[src/rtl/tank_joy_pkg.sv]
// Purpose: shared types, constants and the joystick-to-lever mapping for the tank joystick mapper.
// Latency: n/a (types and a pure combinational function).
// Backpressure: n/a (no flow control).
package tank_joy_pkg;

    typedef enum logic [1:0] {
        NEUTRAL = 2'd0,
        FWD     = 2'd1,
        BCK     = 2'd2,
        DEAD    = 2'd3
    } lever_state_t;

    typedef enum logic [1:0] {
        TGT_N = 2'd0,
        TGT_F = 2'd1,
        TGT_B = 2'd2
    } lever_tgt_t;

    // Targets for one player: W is the left lever, X the right lever.
    typedef struct packed {
        lever_tgt_t w;
        lever_tgt_t x;
    } lever_pair_t;

    localparam logic MODE_COMPASS = 1'b0;
    localparam logic MODE_CLASSIC = 1'b1;

    localparam int J_UP    = 3;
    localparam int J_DOWN  = 2;
    localparam int J_LEFT  = 1;
    localparam int J_RIGHT = 0;

    // Joystick vector {up,down,left,right} to lever targets. Opposing
    // directions pressed together are treated as no input.
    function automatic lever_pair_t map_dir(input logic mode, input logic [3:0] vec);
        lever_pair_t r;
        r.w = TGT_N;
        r.x = TGT_N;
        if (!((vec[J_UP] && vec[J_DOWN]) || (vec[J_LEFT] && vec[J_RIGHT]))) begin
            case (vec)
                4'b1000: begin r.w = TGT_F; r.x = TGT_F; end
                4'b0100: begin r.w = TGT_B; r.x = TGT_B; end
                4'b0001: begin r.w = TGT_F; r.x = TGT_B; end
                4'b0010: begin r.w = TGT_B; r.x = TGT_F; end
                4'b1001: begin r.w = TGT_F; r.x = TGT_N; end
                4'b1010: begin r.w = TGT_N; r.x = TGT_F; end
                4'b0101: begin
                    if (mode == MODE_COMPASS) r.w = TGT_B;
                    else                      r.x = TGT_B;
                end
                4'b0110: begin
                    if (mode == MODE_CLASSIC) r.w = TGT_B;
                    else                      r.x = TGT_B;
                end
                default: ;
            endcase
        end
        return r;
    endfunction

endpackage

[src/rtl/tank_lever_fsm.sv]
// Purpose: one tank lever; tracks a F/B/N target and inserts neutral dead-time on direct reversals.
// Latency: 1 cycle from target change to registered fw/bk state.
// Backpressure: none; level outputs, a running dead interval always completes.
module tank_lever_fsm
    import tank_joy_pkg::*;
#(
    parameter int DEAD_CYC = 8
)
(
    input  logic       clk_sys,
    input  logic       reset,
    input  lever_tgt_t tgt_i,
    output logic       fw_o,
    output logic       bk_o
);

    localparam int CW = (DEAD_CYC > 1) ? $clog2(DEAD_CYC) : 1;
    localparam logic [CW-1:0] DEAD_LOAD = (DEAD_CYC > 0) ? CW'(DEAD_CYC - 1) : '0;

    lever_state_t  state_q, state_d;
    logic [CW-1:0] cnt_q, cnt_d;

    function automatic lever_state_t tgt_state(input lever_tgt_t t);
        case (t)
            TGT_F:   return FWD;
            TGT_B:   return BCK;
            default: return NEUTRAL;
        endcase
    endfunction

    // State and dead-time counter registers.
    always_ff @(posedge clk_sys) begin
        if (reset) begin
            state_q <= NEUTRAL;
            cnt_q   <= '0;
        end else begin
            state_q <= state_d;
            cnt_q   <= cnt_d;
        end
    end

    // Next state: reversals detour through DEAD, which counts down to 0 and
    // then follows whatever the target is on that cycle.
    always_comb begin
        state_d = state_q;
        cnt_d   = cnt_q;
        case (state_q)
            NEUTRAL: state_d = tgt_state(tgt_i);
            FWD: begin
                if (tgt_i == TGT_B) begin
                    if (DEAD_CYC > 0) begin
                        state_d = DEAD;
                        cnt_d   = DEAD_LOAD;
                    end else begin
                        state_d = BCK;
                    end
                end else begin
                    state_d = tgt_state(tgt_i);
                end
            end
            BCK: begin
                if (tgt_i == TGT_F) begin
                    if (DEAD_CYC > 0) begin
                        state_d = DEAD;
                        cnt_d   = DEAD_LOAD;
                    end else begin
                        state_d = FWD;
                    end
                end else begin
                    state_d = tgt_state(tgt_i);
                end
            end
            DEAD: begin
                if (cnt_q == '0) state_d = tgt_state(tgt_i);
                else             cnt_d   = cnt_q - 1'b1;
            end
            default: state_d = NEUTRAL;
        endcase
    end

    // Output decode straight from the state register, so fw and bk are exclusive.
    always_comb begin
        fw_o = (state_q == FWD);
        bk_o = (state_q == BCK);
    end

endmodule

[src/rtl/tank_joy_mapper.sv]
// Purpose: per-player joystick filter, tank lever mapping with reversal dead-time, and optional autofire.
// Latency: levers FILT_CYC+1 cycles from a stable joystick (1 from accepted vector); fire 1 cycle.
// Backpressure: none; all inputs are sampled every cycle and outputs are levels.
module tank_joy_mapper
    import tank_joy_pkg::*;
#(
    parameter int NUM_PLAYERS = 2,
    parameter int FILT_CYC    = 4,
    parameter int DEAD_CYC    = 8,
    parameter int AUTO_HALF   = 16
)
(
    input  logic [4*NUM_PLAYERS-1:0] joy_i,
    input  logic                     clk_sys,
    input  logic                     reset,
    input  logic [NUM_PLAYERS-1:0]   fire_i,
    input  logic                     mode_i,
    input  logic                     autofire_en_i,
    output logic [2*NUM_PLAYERS-1:0] lever_fw_o,
    output logic [2*NUM_PLAYERS-1:0] lever_bk_o,
    output logic [NUM_PLAYERS-1:0]   fire_o
);

    localparam int FCW = (FILT_CYC > 1) ? $clog2(FILT_CYC) : 1;
    localparam logic [FCW-1:0] FILT_LAST = (FILT_CYC > 0) ? FCW'(FILT_CYC - 1) : '0;
    localparam int ACW = (AUTO_HALF > 1) ? $clog2(AUTO_HALF) : 1;
    localparam logic [ACW-1:0] AUTO_LAST = ACW'(AUTO_HALF - 1);

    logic [4*NUM_PLAYERS-1:0] cand_q, cand_d;
    logic [4*NUM_PLAYERS-1:0] acc_q, acc_d;
    logic [FCW-1:0]           filt_cnt_q [NUM_PLAYERS];
    logic [FCW-1:0]           filt_cnt_d [NUM_PLAYERS];
    logic [NUM_PLAYERS-1:0]   fire_q, fire_d;
    logic [NUM_PLAYERS-1:0]   fire_prev_q, fire_prev_d;
    logic                     af_en_prev_q, af_en_prev_d;
    logic [ACW-1:0]           ph_q [NUM_PLAYERS];
    logic [ACW-1:0]           ph_d [NUM_PLAYERS];

    // Stability filter: the counter tracks how long joy_i has matched the
    // previous sample; the vector is accepted once that run reaches FILT_CYC.
    always_comb begin
        cand_d = joy_i;
        acc_d  = acc_q;
        for (int p = 0; p < NUM_PLAYERS; p++) begin
            filt_cnt_d[p] = '0;
            if (FILT_CYC == 0) begin
                acc_d[4*p +: 4] = joy_i[4*p +: 4];
            end else begin
                if (joy_i[4*p +: 4] == cand_q[4*p +: 4]) begin
                    filt_cnt_d[p] = (filt_cnt_q[p] == FILT_LAST) ? FILT_LAST
                                                                 : filt_cnt_q[p] + 1'b1;
                end
                if (filt_cnt_d[p] == FILT_LAST) acc_d[4*p +: 4] = joy_i[4*p +: 4];
            end
        end
    end

    // Fire path: plain 1-cycle register, or autofire that starts high on a
    // fresh press (or fresh enable) and toggles every AUTO_HALF cycles.
    always_comb begin
        fire_d       = '0;
        fire_prev_d  = fire_i;
        af_en_prev_d = autofire_en_i;
        for (int p = 0; p < NUM_PLAYERS; p++) begin
            ph_d[p] = '0;
            if (!autofire_en_i) begin
                fire_d[p] = fire_i[p];
            end else if (fire_i[p]) begin
                if (!fire_prev_q[p] || !af_en_prev_q) begin
                    fire_d[p] = 1'b1;
                end else if (ph_q[p] == AUTO_LAST) begin
                    fire_d[p] = ~fire_q[p];
                end else begin
                    fire_d[p] = fire_q[p];
                    ph_d[p]   = ph_q[p] + 1'b1;
                end
            end
        end
    end

    // Filter and fire registers; reset returns everything to neutral/idle.
    always_ff @(posedge clk_sys) begin
        if (reset) begin
            cand_q       <= '0;
            acc_q        <= '0;
            fire_q       <= '0;
            fire_prev_q  <= '0;
            af_en_prev_q <= 1'b0;
            for (int p = 0; p < NUM_PLAYERS; p++) begin
                filt_cnt_q[p] <= '0;
                ph_q[p]       <= '0;
            end
        end else begin
            cand_q       <= cand_d;
            acc_q        <= acc_d;
            fire_q       <= fire_d;
            fire_prev_q  <= fire_prev_d;
            af_en_prev_q <= af_en_prev_d;
            for (int p = 0; p < NUM_PLAYERS; p++) begin
                filt_cnt_q[p] <= filt_cnt_d[p];
                ph_q[p]       <= ph_d[p];
            end
        end
    end

    assign fire_o = fire_q;

    for (genvar p = 0; p < NUM_PLAYERS; p++) begin : g_player
        lever_pair_t tgt;
        assign tgt = map_dir(mode_i, acc_q[4*p +: 4]);

        tank_lever_fsm #(.DEAD_CYC(DEAD_CYC)) u_lever_w (
            .clk_sys (clk_sys),
            .reset   (reset),
            .tgt_i   (tgt.w),
            .fw_o    (lever_fw_o[2*p]),
            .bk_o    (lever_bk_o[2*p])
        );

        tank_lever_fsm #(.DEAD_CYC(DEAD_CYC)) u_lever_x (
            .clk_sys (clk_sys),
            .reset   (reset),
            .tgt_i   (tgt.x),
            .fw_o    (lever_fw_o[2*p+1]),
            .bk_o    (lever_bk_o[2*p+1])
        );
    end

endmodule

[config.mk]
export PLATFORM = sky130hd
export DESIGN_NAME = tank_joy_mapper
export DESIGN_NICKNAME = d
export VERILOG_FILES = /design/src/rtl/tank_joy_pkg.sv /design/src/rtl/tank_lever_fsm.sv /design/src/rtl/tank_joy_mapper.sv
export SDC_FILE = /design/constraint.sdc
export NUM_CORES = 1
export LEC_CHECK = 0
export CORE_MARGIN = 8
export CORE_UTILIZATION = 57
export CTS_CLUSTER_DIAMETER = 30
export CTS_CLUSTER_SIZE = 20
export DETAILED_ROUTE_END_ITERATION = 8
export HOLD_SLACK_MARGIN = 0.1
export MAX_ROUTING_LAYER = met4
export PLACE_DENSITY = 0.9
export SYNTH_ARGS = -nofsm -noshare
export SYNTH_HDL_FRONTEND = slang
export SYNTH_HIERARCHICAL = 1
export SYNTH_SLANG_ARGS = --single-unit
export TNS_END_PERCENT = 100
[constraint.sdc]
create_clock -name clk_sys -period 2.5 [get_ports clk_sys]
set_input_delay 0.5 -clock clk_sys [delete_from_list [all_inputs] [get_ports clk_sys]]
set_output_delay 0.5 -clock clk_sys [all_outputs]
set_load 0.005 [all_outputs]
==> results.txt, run 1 <==
The number of distinct library cells after synthesis came out at 35. By area the synthesized netlist is led by sky130_fd_sc_hd__dfxtp_1 38%, sky130_fd_sc_hd__ha_1 16%, sky130_fd_sc_hd__inv_1 4.5%. For the pin with the worst max-slew slack, the measured transition is roughly 430 ps. The flop and latch count out of synthesis is 53. The worst reg2reg path startpoint is acc_q[6].

At the worst endpoint, the arrival time is 2550 ps. The share of the synthesized area in the top cell type is 0.378. The largest total area in the synthesized netlist belongs to sky130_fd_sc_hd__dfxtp_1. The starting utilization of the core area is 0.594. The tightest slew margin relative to the limit came out at 0.709. The maximum achievable frequency is between 0.4 and 0.5 GHz. The worst setup path is launched from an input pin. The worst clock skew is 4.14 ps. Broken down by cell family, the worst path's largest delay share belongs to compound AO/OA/AOI/OAI gates. In this run the most critical hold path is launched from filt_cnt_q[0][2].

The count of nets left with antenna violations after detail routing came out at 0. The cell area reported after detailed placement is 3160 sq um. The proportion of layout cells with a drive suffix above 1 is 0.0906. The peak supply drop came out at ~0.00025 V. The final weighted congestion in routability-driven placement came out at 0.821. The share of the yosys chip area belonging to registers is 0.378.

The final core utilization is 0.694. Wires add up to a little over 5000 microns. The buffer cell driving the clock tree root is sky130_fd_sc_hd__clkbuf_8.

In the global route stage, overall resource usage came out at 0.146. The core box area is 4720 sq um. The via density per instance came out at between 5 and 6. The count of hold-fix buffers inserted at cts is 0. Setup repair after global routing left no endpoint under its margin. The count of input and output buffers came out at 23. In the layout the commonest cells are 53 x sky130_fd_sc_hd__dfxtp_1, 35 x sky130_fd_sc_hd__ha_1, 34 x sky130_fd_sc_hd__inv_1, 25 x sky130_fd_sc_hd__nor2_1, 23 x sky130_fd_sc_hd__clkdlybuf4s50_1.

The number of antenna violations at the first check in global routing came out at 0. The flow ran to the end, and the final reports show no timing, DRC or antenna violations. The DRC violation total after the first TritonRoute iteration is 98. The total CTS buffers came out at 5. The cell area after synthesis came out at 2810 sq um. The total design power came out at 1.51 mW.

A synthesized cell averages 9.49 sq um. The worst setup slack after placement is -169 ps. The required time at the worst-slack endpoint is 2710 ps. The worst setup path is captured at a register. Walking the worst path, the cells encountered are clkdlybuf4s50_1, nor2b_1, o21a_1, a2111oi_2, buf_4, inv_1, ha_1, nand2b_4, and3b_1, a221oi_1. The number of detailed-routing iterations run before antenna repair came out at 4. The synthesized instance count is 296. The initialized floorplan defines 25 standard-cell rows. The max capacitance violation total is 0.

The final count of hold timing violations came out at 0. The number of global-route vias before repair came out at 2099. The number of cells on the worst reg-to-reg path is 9. In this design, the stage delay of the slowest critical-path cell is 510 ps. The area growth from synthesis to layout is 16.7%. For this design the top-level I/O count stands at 24. Tracing the worst setup path back leads to its startpoint at mode_i. Once routing completed, OpenROAD measured the worst setup slack at about 160 ps. After routing the design area is 3280 sq um. For this design the static power due to leakage is roughly 1.2 nW. The most common library cell in the layout ignoring fill and taps is sky130_fd_sc_hd__dfxtp_1. The wire length of the first global-routing pass came out at roughly 8800 microns. Setup violations remaining at the end of the flow were counted as 0.

Dividing the final minimum period by the clock period gives 0.937. The final antenna diode count is 0. The count of synthesis-stage warnings from yosys is 6. The overall die width is ~86 microns. The final-layout fill cell count is ~370. The total count of max-transition violations in the final report is 0. The deepest level of the CTS H-tree came out at 2. Counting instances, the worst hold path has a depth of 1. The average wire per standard cell is about 13 microns. The post-route minimum period is 2340 ps.

The total number of nets in the final design came out at 379. The total power density per cell area is 461 nW/um^2. The total congestion overflow is 0. The insertion delay to the later sink of the worst-skew pair came out at 310 ps. The sum of buffers and inverters on the critical path is 3.

The number of buffers between clock root and the deepest sink is 2. For this design, the slowest cell found on the critical path is sky130_fd_sc_hd__clkdlybuf4s50_1. The class of the most critical hold timing path is reg2reg. In this run the number of cells on the critical path is 10. The floorplan die height is 86.2 microns. The die area is 7430 sq um. By startpoint and endpoint, the worst setup path is classified as in2reg. The synthesized net count is 345. Of all nets on the critical path, the largest fanout is 3. The overall via count from detail_route came out at 2093.

The pin count of the biggest net entering global routing is 17. The clock transition time at the flip-flop clock pins of the worst setup and hold paths came out at approximately 90 ps. The number of DRC violations after detailed routing came out at 0. The number of sinks on the clock net is 53. TritonCTS built the clock tree. The half-perimeter wire length of the detailed placement result came out at ~3800 microns.
==> kinds of logic (layout without fill, tap and decap cells) <==
family,after synthesis,in the layout,share of synthesized area
and+or+nand+nor,95,95,0.200
DFF,53,53,0.378
AOI/OAI and AO/OA,51,51,0.127
buffers and inverters,36,71,0.0481
adders and majority gates,35,35,0.156
muxes,14,14,0.0535
xor gates and xnor gates,12,12,0.0374
==> metal layers <==
| layer | global-route usage | vias to the layer above | part of all wire |
|---|---|---|---|
| met4 | 0.0532 | 0 | 0.015 |
| met5 | - | - | 0 |
| met1 | 0.163 | 962 | 0.45 |
| met3 | 0.0359 | 10 | 0.035 |
| met2 | 0.248 | 34 | 0.50 |
| li1 | - | 1087 | - |
==> worst paths after layout <==
kind / endpoint / slack [ps]
worst max register to register: g_player[1].u_lever_x/cnt_q[2] / 410
worst min-delay path: filt_cnt_q[0][2] / 440
worst max-delay path: g_player[1].u_lever_x/cnt_q[2] / 160
worst min register to register: filt_cnt_q[0][2] / 440
==> through the flow <==
stage / TNS, ps / hold slack [ps] / std cells
finish: 0 / 442 / 398
global route: 0 / 470 / 398
CTS: 0 / 441 / 398
detailed placement: -734 / 422 / 390
global placement: -420 / 416 / 390
floorplan: 0 / 406 / 296
==> Yosys cell counts <==
master / instances
sky130_fd_sc_hd__nor4_2: 2
sky130_fd_sc_hd__dfxtp_1: 53
sky130_fd_sc_hd__or2b_1: 3
sky130_fd_sc_hd__a2111oi_1: 1
sky130_fd_sc_hd__a221oi_1: 8
sky130_fd_sc_hd__nand2_2: 2
sky130_fd_sc_hd__o21a_1: 4
sky130_fd_sc_hd__nor2b_1: 20
sky130_fd_sc_hd__xnor2_1: 3
sky130_fd_sc_hd__nor2_1: 25
sky130_fd_sc_hd__and3b_1: 3
sky130_fd_sc_hd__a21oi_1: 9
sky130_fd_sc_hd__nand4_1: 1
sky130_fd_sc_hd__and3_1: 3
sky130_fd_sc_hd__nor2b_4: 1
sky130_fd_sc_hd__ha_1: 35
sky130_fd_sc_hd__clkbuf_1: 2
sky130_fd_sc_hd__a211oi_1: 6
sky130_fd_sc_hd__nand3_1: 7
sky130_fd_sc_hd__nand2_1: 8
sky130_fd_sc_hd__o21ai_0: 9
sky130_fd_sc_hd__nand2b_4: 3
sky130_fd_sc_hd__inv_1: 34
sky130_fd_sc_hd__nand4b_1: 2
sky130_fd_sc_hd__nand2b_1: 9
sky130_fd_sc_hd__mux2i_1: 6
sky130_fd_sc_hd__a31oi_1: 4
sky130_fd_sc_hd__nor3_1: 3
sky130_fd_sc_hd__a311oi_1: 6
sky130_fd_sc_hd__mux2_2: 8
sky130_fd_sc_hd__a21boi_0: 1
sky130_fd_sc_hd__xor2_1: 9
sky130_fd_sc_hd__o22a_1: 1
sky130_fd_sc_hd__nor3b_1: 3
sky130_fd_sc_hd__a2111oi_0: 2
==> sequential cells by signal, indices dropped and copies added, names as in the netlist <==
signal	count
acc_q	8
af_en_prev_q	1
cand_q	8
filt_cnt_q	4
fire_o	2
fire_prev_q	2
g_player.u_lever_w/cnt_q	6
g_player.u_lever_w/state_q	4
g_player.u_lever_x/cnt_q	6
g_player.u_lever_x/state_q	4
ph_q	8
==> final cells by class <==
class / count / area (sq um) / share of cell area
clock buffer: 6 / 72.6 / 0.0221
clock inverter: 2 / 38.8 / 0.0118
inverter: 34 / 128 / 0.0389
multi-input combinational: 207 / 1620 / 0.494
sequential: 53 / 1060 / 0.324
tap: 67 / 83.8 / 0.0256
timing repair buffer: 29 / 275 / 0.0840
==> where the power goes <==
group | switching (mW) | internal [mW]
Clock | 0.275 | 0.301
Sequential | 0.00619 | 0.856
Combinational | 0.0339 | 0.0402
Total | 0.315 | 1.20
==> what timing repair did <==
item | 4_1_cts | 5_1_grt
setup buffers | 0 | 0
endpoints found under the setup margin | 0 | 3
gates resized for setup | 0 | 2
Power figures use the tool's default switching activity.
==> inputs of run 2 (changes only) <==
Settings changed: MAX_ROUTING_LAYER met4 to not set.
==> run 2 against run 1 <==
Maximum frequency hardly changed; clock power hardly changed; clock skew is 1.5 ps higher; global-route usage is 0.39 points lower; cell area stayed put; highest routed layer unchanged; largest power group unchanged; final cell count stayed put; sequential power hardly changed; critical path depth stayed put; worst hold slack hardly changed.
==> results.txt, run 2 (synthesis results as in run 1) <==
The number of sinks on the clock net came to 53 (unchanged). The accumulated negative setup slack came to 0 ps (unchanged). The pin count of the biggest net entering global routing is 17 (unchanged). The number of global-route vias before repair is 2099 (unchanged). The sort of element at the start of the critical path is an input pin (unchanged). The final count of hold timing violations came out at 0 (unchanged).

The global-route usage over all layers came out at 0.142 (was 0.146). The area growth from synthesis to layout came out at 16.7% (unchanged). The post-route minimum period was 2340 ps (about the same). The count of nets left with antenna violations after detail routing is 0 (unchanged). The power share of the sequential group is 0.570 (about the same). The switching share of power was 0.209 (was 0.208). The final worst setup slack is 156 ps (was 157 ps).

The internal power came out at 1.20 mW (about the same). The worst reg2reg path startpoint is acc_q[6] (unchanged). The deepest level of the CTS H-tree came out at 2 (unchanged).

The overall via count from detail_route came out at 2093 (unchanged). The total congestion overflow is 0 (unchanged). The global-route track usage on met3 is 0.0369 (was 0.0359). The worst setup slack after placement came out at -169 ps (unchanged).

The total power density per cell area is 462 nW/um^2 (was 461 nW/um^2). The peak-usage layer in the global routing report is met2 (unchanged). The clock network power share was 0.381 (about the same). The reg2reg setup slack was 410 ps (about the same). The tightest slew margin relative to the limit is 0.720 (was 0.709). The worst setup path category is in2reg (unchanged). The number of cells upsized or downsized after cts came out at 0 (unchanged). The transition at the pin with the smallest max-transition slack is 409 ps (was 426 ps). The number of DRC violations after detailed routing is 0 (unchanged). The switching power total came out at 0.316 mW (was 0.315 mW). The met2 capacity usage during global routing was 0.249 (was 0.248). The proportion of layout cells with a drive suffix above 1 came out at 0.0906 (unchanged). The number of buffers between clock root and the deepest sink is 2 (unchanged). The total number of nets in the final design came to 379 (unchanged). The maximum achievable frequency was 0.427 GHz (about the same). The total count of max-transition violations in the final report came out at 0 (unchanged).

The leakage power is 1.22 nW (unchanged). The final antenna diode count is 0 (unchanged). The final weighted congestion in routability-driven placement is 0.809 (was 0.821). The via density per instance is 5.26 (unchanged). The wire length of the first global-routing pass came out at 8760 microns (was 8770 microns). The average wire per standard cell came out at 12.8 microns (was 12.7 microns). The count of hold-fix buffers inserted at cts is 0 (unchanged). The routing usage on met1 is 0.161 (was 0.163).

The total design power was 1.51 mW (about the same). The required time at the worst-slack endpoint is 2710 ps (about the same). The DRC violation total after the first TritonRoute iteration came to 124 (was 98).

The combinational cell fraction of total power is 0.049 (about the same). The starting utilization of the core area is 0.594 (unchanged). The number of standard-cell rows in the floorplan is 25 (unchanged).

The core box area came out at 4720 sq um (unchanged). The data arrival time of the worst path was 2550 ps (about the same). The total CTS buffers came out at 5 (unchanged). Setup repair after global routing missed its margin: false (unchanged). The die area is 7430 sq um (unchanged). Run status: completed (unchanged). The final number of setup-violating endpoints is 0 (unchanged). The count of input and output buffers was 23 (unchanged).

The aggregate routed wire length came out at 5090 microns (was 5070 microns). The peak supply drop came to 0.000246 V (about the same). The number of cells on the worst reg-to-reg path came out at 9 (unchanged). The clock tree from TritonCTS is done (unchanged). The buffer cell driving the clock tree root is sky130_fd_sc_hd__clkbuf_8 (unchanged). The boundary pin count is 24 (unchanged).

The number of antenna violations at the first check in global routing came to 0 (unchanged). The most common library cell in the layout ignoring fill and taps is sky130_fd_sc_hd__dfxtp_1 (unchanged). The class of the most critical hold timing path was reg2reg (unchanged).

The overall die width came out at 86.2 microns (unchanged). The capturing element type of the critical path is a register (unchanged). The clock transition time at the flip-flop clock pins of the worst setup and hold paths is 90 ps (about the same).

The number of post-CTS setup repair buffers is 0 (unchanged). The reg-to-reg critical path endpoint was g_player[1].u_lever_x/cnt_q[2] (unchanged). Largest registers: acc_q (8), cand_q (8), ph_q (8) (unchanged).

The share of the clock period used by the worst path after layout came out at 0.938 (was 0.937). The max capacitance violation total came out at 0 (unchanged). The worst-case hold slack is 442 ps (about the same). The number of detailed-routing iterations run before antenna repair is 4 (unchanged). The launching element of the worst setup path is mode_i (unchanged). Most frequent cells in the layout: 53 x sky130_fd_sc_hd__dfxtp_1, 35 x sky130_fd_sc_hd__ha_1, 34 x sky130_fd_sc_hd__inv_1, 25 x sky130_fd_sc_hd__nor2_1, 23 x sky130_fd_sc_hd__clkdlybuf4s50_1 (unchanged). The final-layout fill cell count is 367 (unchanged). The worst clock skew came out at 5.65 ps (was 4.14 ps). The floorplan die height came out at 86.2 microns (unchanged). The worst setup path endpoint is g_player[1].u_lever_x/cnt_q[2] (unchanged). The insertion delay to the later sink of the worst-skew pair came out at 310 ps (about the same). The half-perimeter wire length of the detailed placement result was 3770 microns (unchanged). The maximum fanout along the worst path came out at 3 (unchanged).
-- run 2: cell counts in the layout (fill, tap and decap cells not counted) --
Identical to the previous run, type by type.
-- run 2: layout make-up --
| class | instances | area (sq um) | share of cell area |
|---|---|---|---|
| clock inverters | 2 | 38.8 | 0.0118 |
| clock buffers | 6 | 72.6 | 0.0221 |
| inverters | 34 | 128 | 0.0389 |
| repair buffers | 29 | 275 | 0.0840 |
| multi-input cells | 207 | 1620 | 0.494 |
| flip-flops and latches | 53 | 1060 | 0.324 |
| well taps | 67 | 83.8 | 0.0256 |
-- run 2: worst min path at each step --
stage	cells after the start	endpoint	slack [ps]	start
4_1_cts	1	filt_cnt_q[0][2]	440	filt_cnt_q[0][2]
6_report	1	filt_cnt_q[0][2]	440	filt_cnt_q[0][2]
3_3_place_gp	1	filt_cnt_q[0][0]	420	filt_cnt_q[0][0]
3_5_place_dp	1	filt_cnt_q[0][2]	420	filt_cnt_q[0][2]
5_1_grt	1	filt_cnt_q[0][2]	470	filt_cnt_q[0][2]
2_1_floorplan	1	filt_cnt_q[0][0]	410	filt_cnt_q[0][0]
-- run 2: stage by stage --
step | std cells | util | area (sq um)
after floorplan | 296 | - | 2810
after global placement | 390 | 0.669 | 3160
after detailed placement | 390 | 0.669 | 3160
after CTS | 398 | 0.692 | 3270
after global routing | 398 | 0.694 | 3280
final | 398 | 0.694 | 3280
-- run 2: power by group through the flow --
stage / logic, mW / clock network [mW] / registers (mW)
after floorplan: 0.0297 / 0 / 0.881
after global placement: 0.0722 / 0 / 0.881
after detailed placement: 0.0737 / 0 / 0.882
after CTS: 0.0742 / 0.596 / 0.863
after global routing: 0.0802 / 0.627 / 0.864
final: 0.0742 / 0.577 / 0.862
-- run 2: critical path: stages --
cell	delay, ps
sky130_fd_sc_hd__clkdlybuf4s50_1	510
sky130_fd_sc_hd__nor2b_1	80
sky130_fd_sc_hd__o21a_1	190
sky130_fd_sc_hd__a2111oi_2	290
sky130_fd_sc_hd__buf_4	170
sky130_fd_sc_hd__inv_1	40
sky130_fd_sc_hd__ha_1	180
sky130_fd_sc_hd__nand2b_4	150
sky130_fd_sc_hd__and3b_1	200
sky130_fd_sc_hd__a221oi_1	260
-- run 2: layer usage --
| layer | routed length (microns) | vias to the layer above | part of all wire |
|---|---|---|---|
| met2 | 2520 | 32 | 0.49 |
| met1 | 2320 | 963 | 0.45 |
| met4 | 80 | 0 | 0.016 |
| met5 | 0 | - | 0 |
| met3 | 176 | 9 | 0.035 |
| li1 | - | 1089 | - |
==> inputs of run 3 (changes only) <==
Settings changed: ABC_AREA set to 1, CORE_UTILIZATION 57 to 59, CTS_CLUSTER_SIZE 20 to 8, PLACE_DENSITY 0.9 to 0.91.
==> run 3 against run 2 <==
Synthesized cell count increased by 66%; combinational power increased to 2.5 times the previous value; final cell count increased by 49%; maximum frequency increased by 16%; area after synthesis increased by 18%; first-iteration DRC count decreased by 31%; via count increased by 38%; critical endpoint is now lever_fw_o[0]; largest power group unchanged.
==> results.txt, run 3 <==
The synthesized net count was 541 (was 345). The post-route minimum period is 2020 ps (was 2340 ps). The commonest register cell after synthesis is sky130_fd_sc_hd__dfxtp_1 (unchanged). Synth cell count leaders: 113 x sky130_fd_sc_hd__inv_1, 96 x sky130_fd_sc_hd__nand2_1, 66 x sky130_fd_sc_hd__nor2_1, 53 x sky130_fd_sc_hd__dfxtp_1, 36 x sky130_fd_sc_hd__nand3_1 (was 53 x sky130_fd_sc_hd__dfxtp_1, 35 x sky130_fd_sc_hd__ha_1, 34 x sky130_fd_sc_hd__inv_1, 25 x sky130_fd_sc_hd__nor2_1, 20 x sky130_fd_sc_hd__nor2b_1). The leakage power came out at 1.84 nW (was 1.22 nW). The final worst setup slack came out at 479 ps (was 156 ps).

The worst setup path category is reg2out (was in2reg). The pin count of the biggest net entering global routing came out at 18 (was 17). The count of nets left with antenna violations after detail routing is 0 (unchanged). The number of global-route vias before repair is 2767 (was 2099). The clock transition time at the flip-flop clock pins of the worst setup and hold paths was 100 ps (was 90 ps). The cell area after synthesis came out at 3300 sq um (was 2810 sq um). The sort of element at the start of the critical path is a register (was input pin). The worst setup path endpoint is lever_fw_o[0] (was g_player[1].u_lever_x/cnt_q[2]).

The clock tree from TritonCTS was done (unchanged). The number of DRC violations after detailed routing came out at 0 (unchanged). The share of the synthesized area in the top cell type is 0.322 (was 0.378). Setup repair after global routing missed its margin: false (unchanged).

The via density per instance is 4.87 (was 5.26). The core box area was 5440 sq um (was 4720 sq um). The accumulated negative setup slack was 0 ps (unchanged). The final antenna diode count is 0 (unchanged). The count of hold-fix buffers inserted at cts came out at 0 (unchanged). The number of standard-cell rows in the floorplan was 27 (was 25). The wire length of the first global-routing pass is 10600 microns (was 8760 microns). Largest registers: acc_q (8), cand_q (8), ph_q (8) (unchanged). The number of distinct library cells after synthesis is 29 (was 35). The flop and latch count out of synthesis is 53 (unchanged). The leading cell type by number of instances after synthesis is sky130_fd_sc_hd__inv_1 (was sky130_fd_sc_hd__dfxtp_1).

The non-filler instance count after layout came out at 594 (was 398). The average size of a mapped cell came to 6.71 sq um (was 9.49 sq um). The tightest slew margin relative to the limit is 0.581 (was 0.720).

The proportion of layout cells with a drive suffix above 1 is 0.0881 (was 0.0906). The maximum fanout along the worst path was 5 (was 3). The total number of nets in the final design came out at 570 (was 379). The number of buffers between clock root and the deepest sink came out at 2 (unchanged). The total count of max-transition violations in the final report is 0 (unchanged). The overall die width is 90.8 microns (was 86.2 microns). The reg2reg setup slack came out at 650 ps (was 410 ps). The final weighted congestion in routability-driven placement is 0.843 (was 0.809). Most frequent cells in the layout: 113 x sky130_fd_sc_hd__inv_1, 96 x sky130_fd_sc_hd__nand2_1, 66 x sky130_fd_sc_hd__nor2_1, 53 x sky130_fd_sc_hd__dfxtp_1, 36 x sky130_fd_sc_hd__nand3_1 (was 53 x sky130_fd_sc_hd__dfxtp_1, 35 x sky130_fd_sc_hd__ha_1, 34 x sky130_fd_sc_hd__inv_1, 25 x sky130_fd_sc_hd__nor2_1, 23 x sky130_fd_sc_hd__clkdlybuf4s50_1). The number of detailed-routing iterations run before antenna repair is 4 (unchanged).

The count of input and output buffers came out at 23 (unchanged). The most area-hungry cell type in the Yosys netlist is sky130_fd_sc_hd__dfxtp_1 (unchanged). The share of the yosys chip area belonging to registers came out at 0.322 (was 0.378). The synthesized instance count came out at 492 (was 296). The maximum achievable frequency is 0.495 GHz (was 0.427 GHz).

The share of synthesized flip-flops with an asynchronous set or reset is 0 (unchanged). The area growth from synthesis to layout came out at 13.2% (was 16.7%). The peak supply drop came out at 0.000459 V (was 0.000246 V). The number of cells on the worst reg-to-reg path came out at 15 (was 9).

Run status: completed (unchanged). The data arrival time of the worst path came out at 1520 ps (was 2550 ps). The number of antenna violations at the first check in global routing is 0 (unchanged). The class of the most critical hold timing path is reg2reg (unchanged). The count of synthesis-stage warnings from yosys came out at 6 (unchanged). The total congestion overflow is 0 (unchanged).

The DRC violation total after the first TritonRoute iteration came to 86 (was 124). The average wire per standard cell came out at 10.1 microns (was 12.8 microns). The number of sinks on the clock net came out at 53 (unchanged). The die area came out at 8240 sq um (was 7430 sq um). Biggest area contributors in the synthesized netlist: sky130_fd_sc_hd__dfxtp_1 32%, sky130_fd_sc_hd__ha_1 13%, sky130_fd_sc_hd__inv_1 13% (was sky130_fd_sc_hd__dfxtp_1 38%, sky130_fd_sc_hd__ha_1 16%, sky130_fd_sc_hd__inv_1 4.5%). The required time at the worst-slack endpoint is 2000 ps (was 2710 ps). The total power density per cell area came to 444 nW/um^2 (was 462 nW/um^2). The number of cells in the design after placement came out at 586 (was 390). The most common library cell in the layout ignoring fill and taps was sky130_fd_sc_hd__inv_1 (was sky130_fd_sc_hd__dfxtp_1). The share of the clock period used by the worst path after layout came out at 0.809 (was 0.938). The total design power is 1.66 mW (was 1.51 mW).

The launching element of the worst setup path is g_player[0].u_lever_w/state_q[1] (was mode_i). The insertion delay to the later sink of the worst-skew pair is 310 ps (about the same). The combined flip-flop and latch cell area came to 1060 sq um (unchanged). The worst clock skew is 2.55 ps (was 5.65 ps). The half-perimeter wire length of the detailed placement result is 4800 microns (was 3770 microns). The final count of hold timing violations came out at 0 (unchanged).

The final number of setup-violating endpoints came to 0 (unchanged). The number of post-CTS setup repair buffers is 0 (unchanged). The starting utilization of the core area is 0.607 (was 0.594).

The overall via count from detail_route came out at 2891 (was 2093). The worst setup slack after placement is 296 ps (was -169 ps). The buffer cell driving the clock tree root was sky130_fd_sc_hd__clkbuf_8 (unchanged).

The global-route usage over all layers came out at 0.149 (was 0.142). The max capacitance violation total is 0 (unchanged). The number of enable-type register cells in the synthesized netlist is 0 (unchanged). The area occupied by multi-input gates is 1770 sq um (was 1620 sq um). The worst reg2reg path startpoint is acc_q[6] (unchanged).

The depth of the worst hold-timing path is 1 (unchanged). The number of cells upsized or downsized after cts came to 0 (unchanged). The transition at the pin with the smallest max-transition slack came out at 627 ps (was 409 ps).

The deepest level of the CTS H-tree is 2 (unchanged). The capturing element type of the critical path is an output pin (was register). The reg-to-reg critical path endpoint was g_player[1].u_lever_x/cnt_q[1] (was g_player[1].u_lever_x/cnt_q[2]).

The aggregate routed wire length is 5990 microns (was 5090 microns). The final-layout fill cell count is 452 (was 367). The final core utilization is 0.686 (was 0.694).

The total CTS buffers came out at 5 (unchanged). The floorplan die height is 90.8 microns (was 86.2 microns). The boundary pin count is 24 (unchanged).
-- run 3: metrics by stage --
| step | hold WS [ps] | instance area, sq um |
|---|---|---|
| 2_1_floorplan | 418 | 3300 |
| 3_5_place_dp | 446 | 3620 |
| 3_3_place_gp | 430 | 3620 |
| 4_1_cts | 462 | 3730 |
| 5_1_grt | 485 | 3730 |
| 6_report | 456 | 3730 |
-- run 3: cell type report --
| class | count | area share |
|---|---|---|
| multi-input cells | 315 | 0.475 |
| flip-flops and latches | 53 | 0.284 |
| inverters | 122 | 0.123 |
| repair buffers | 24 | 0.0637 |
| well taps | 72 | 0.0241 |
| clock buffers | 5 | 0.0184 |
| clock inverters | 3 | 0.0124 |
-- run 3: cells by family (layout without fill, tap and decap cells) --
| logic type | Yosys count | count (layout) | synth area share |
|---|---|---|---|
| AO/OA/AOI/OAI | 32 | 32 | 0.0542 |
| XOR/XNOR | 4 | 4 | 0.0106 |
| adder cells (fa/ha/maj) | 35 | 35 | 0.133 |
| buffers and inverters | 124 | 154 | 0.141 |
| flip-flops | 53 | 53 | 0.322 |
| AND/OR/NAND/NOR | 244 | 244 | 0.339 |
-- run 3: critical path, stage by stage, from the launching register on --
cell and delay (ps):
sky130_fd_sc_hd__dfxtp_1 370, sky130_fd_sc_hd__inv_1 70, sky130_fd_sc_hd__ha_1 240, sky130_fd_sc_hd__clkdlybuf4s50_1 540
-- run 3: routing by layer --
metal  routed length (microns)  share of wire  GRT usage
met5                         0              0          0
met4                        87          0.015     0.0573
met3                       172          0.029     0.0357
met2                      3130           0.52      0.287
met1                      2600           0.43      0.148
-- run 3: where the power goes --
part	switching [mW]	internal, mW	total, mW	leakage, nW
Sequential	0.0139	0.867	0.881	0.432
Combinational	0.108	0.0799	0.188	1.35
Clock	0.290	0.300	0.590	0.0543
-- run 3: worst min path at each step --
stage	from	endpoint
detailed placement	ph_q[0][4]	ph_q[0][4]
floorplan	ph_q[0][4]	ph_q[0][4]
global placement	ph_q[0][4]	ph_q[0][4]
finish	ph_q[0][4]	ph_q[0][4]
global route	ph_q[0][4]	ph_q[0][4]
CTS	ph_q[0][4]	ph_q[0][4]
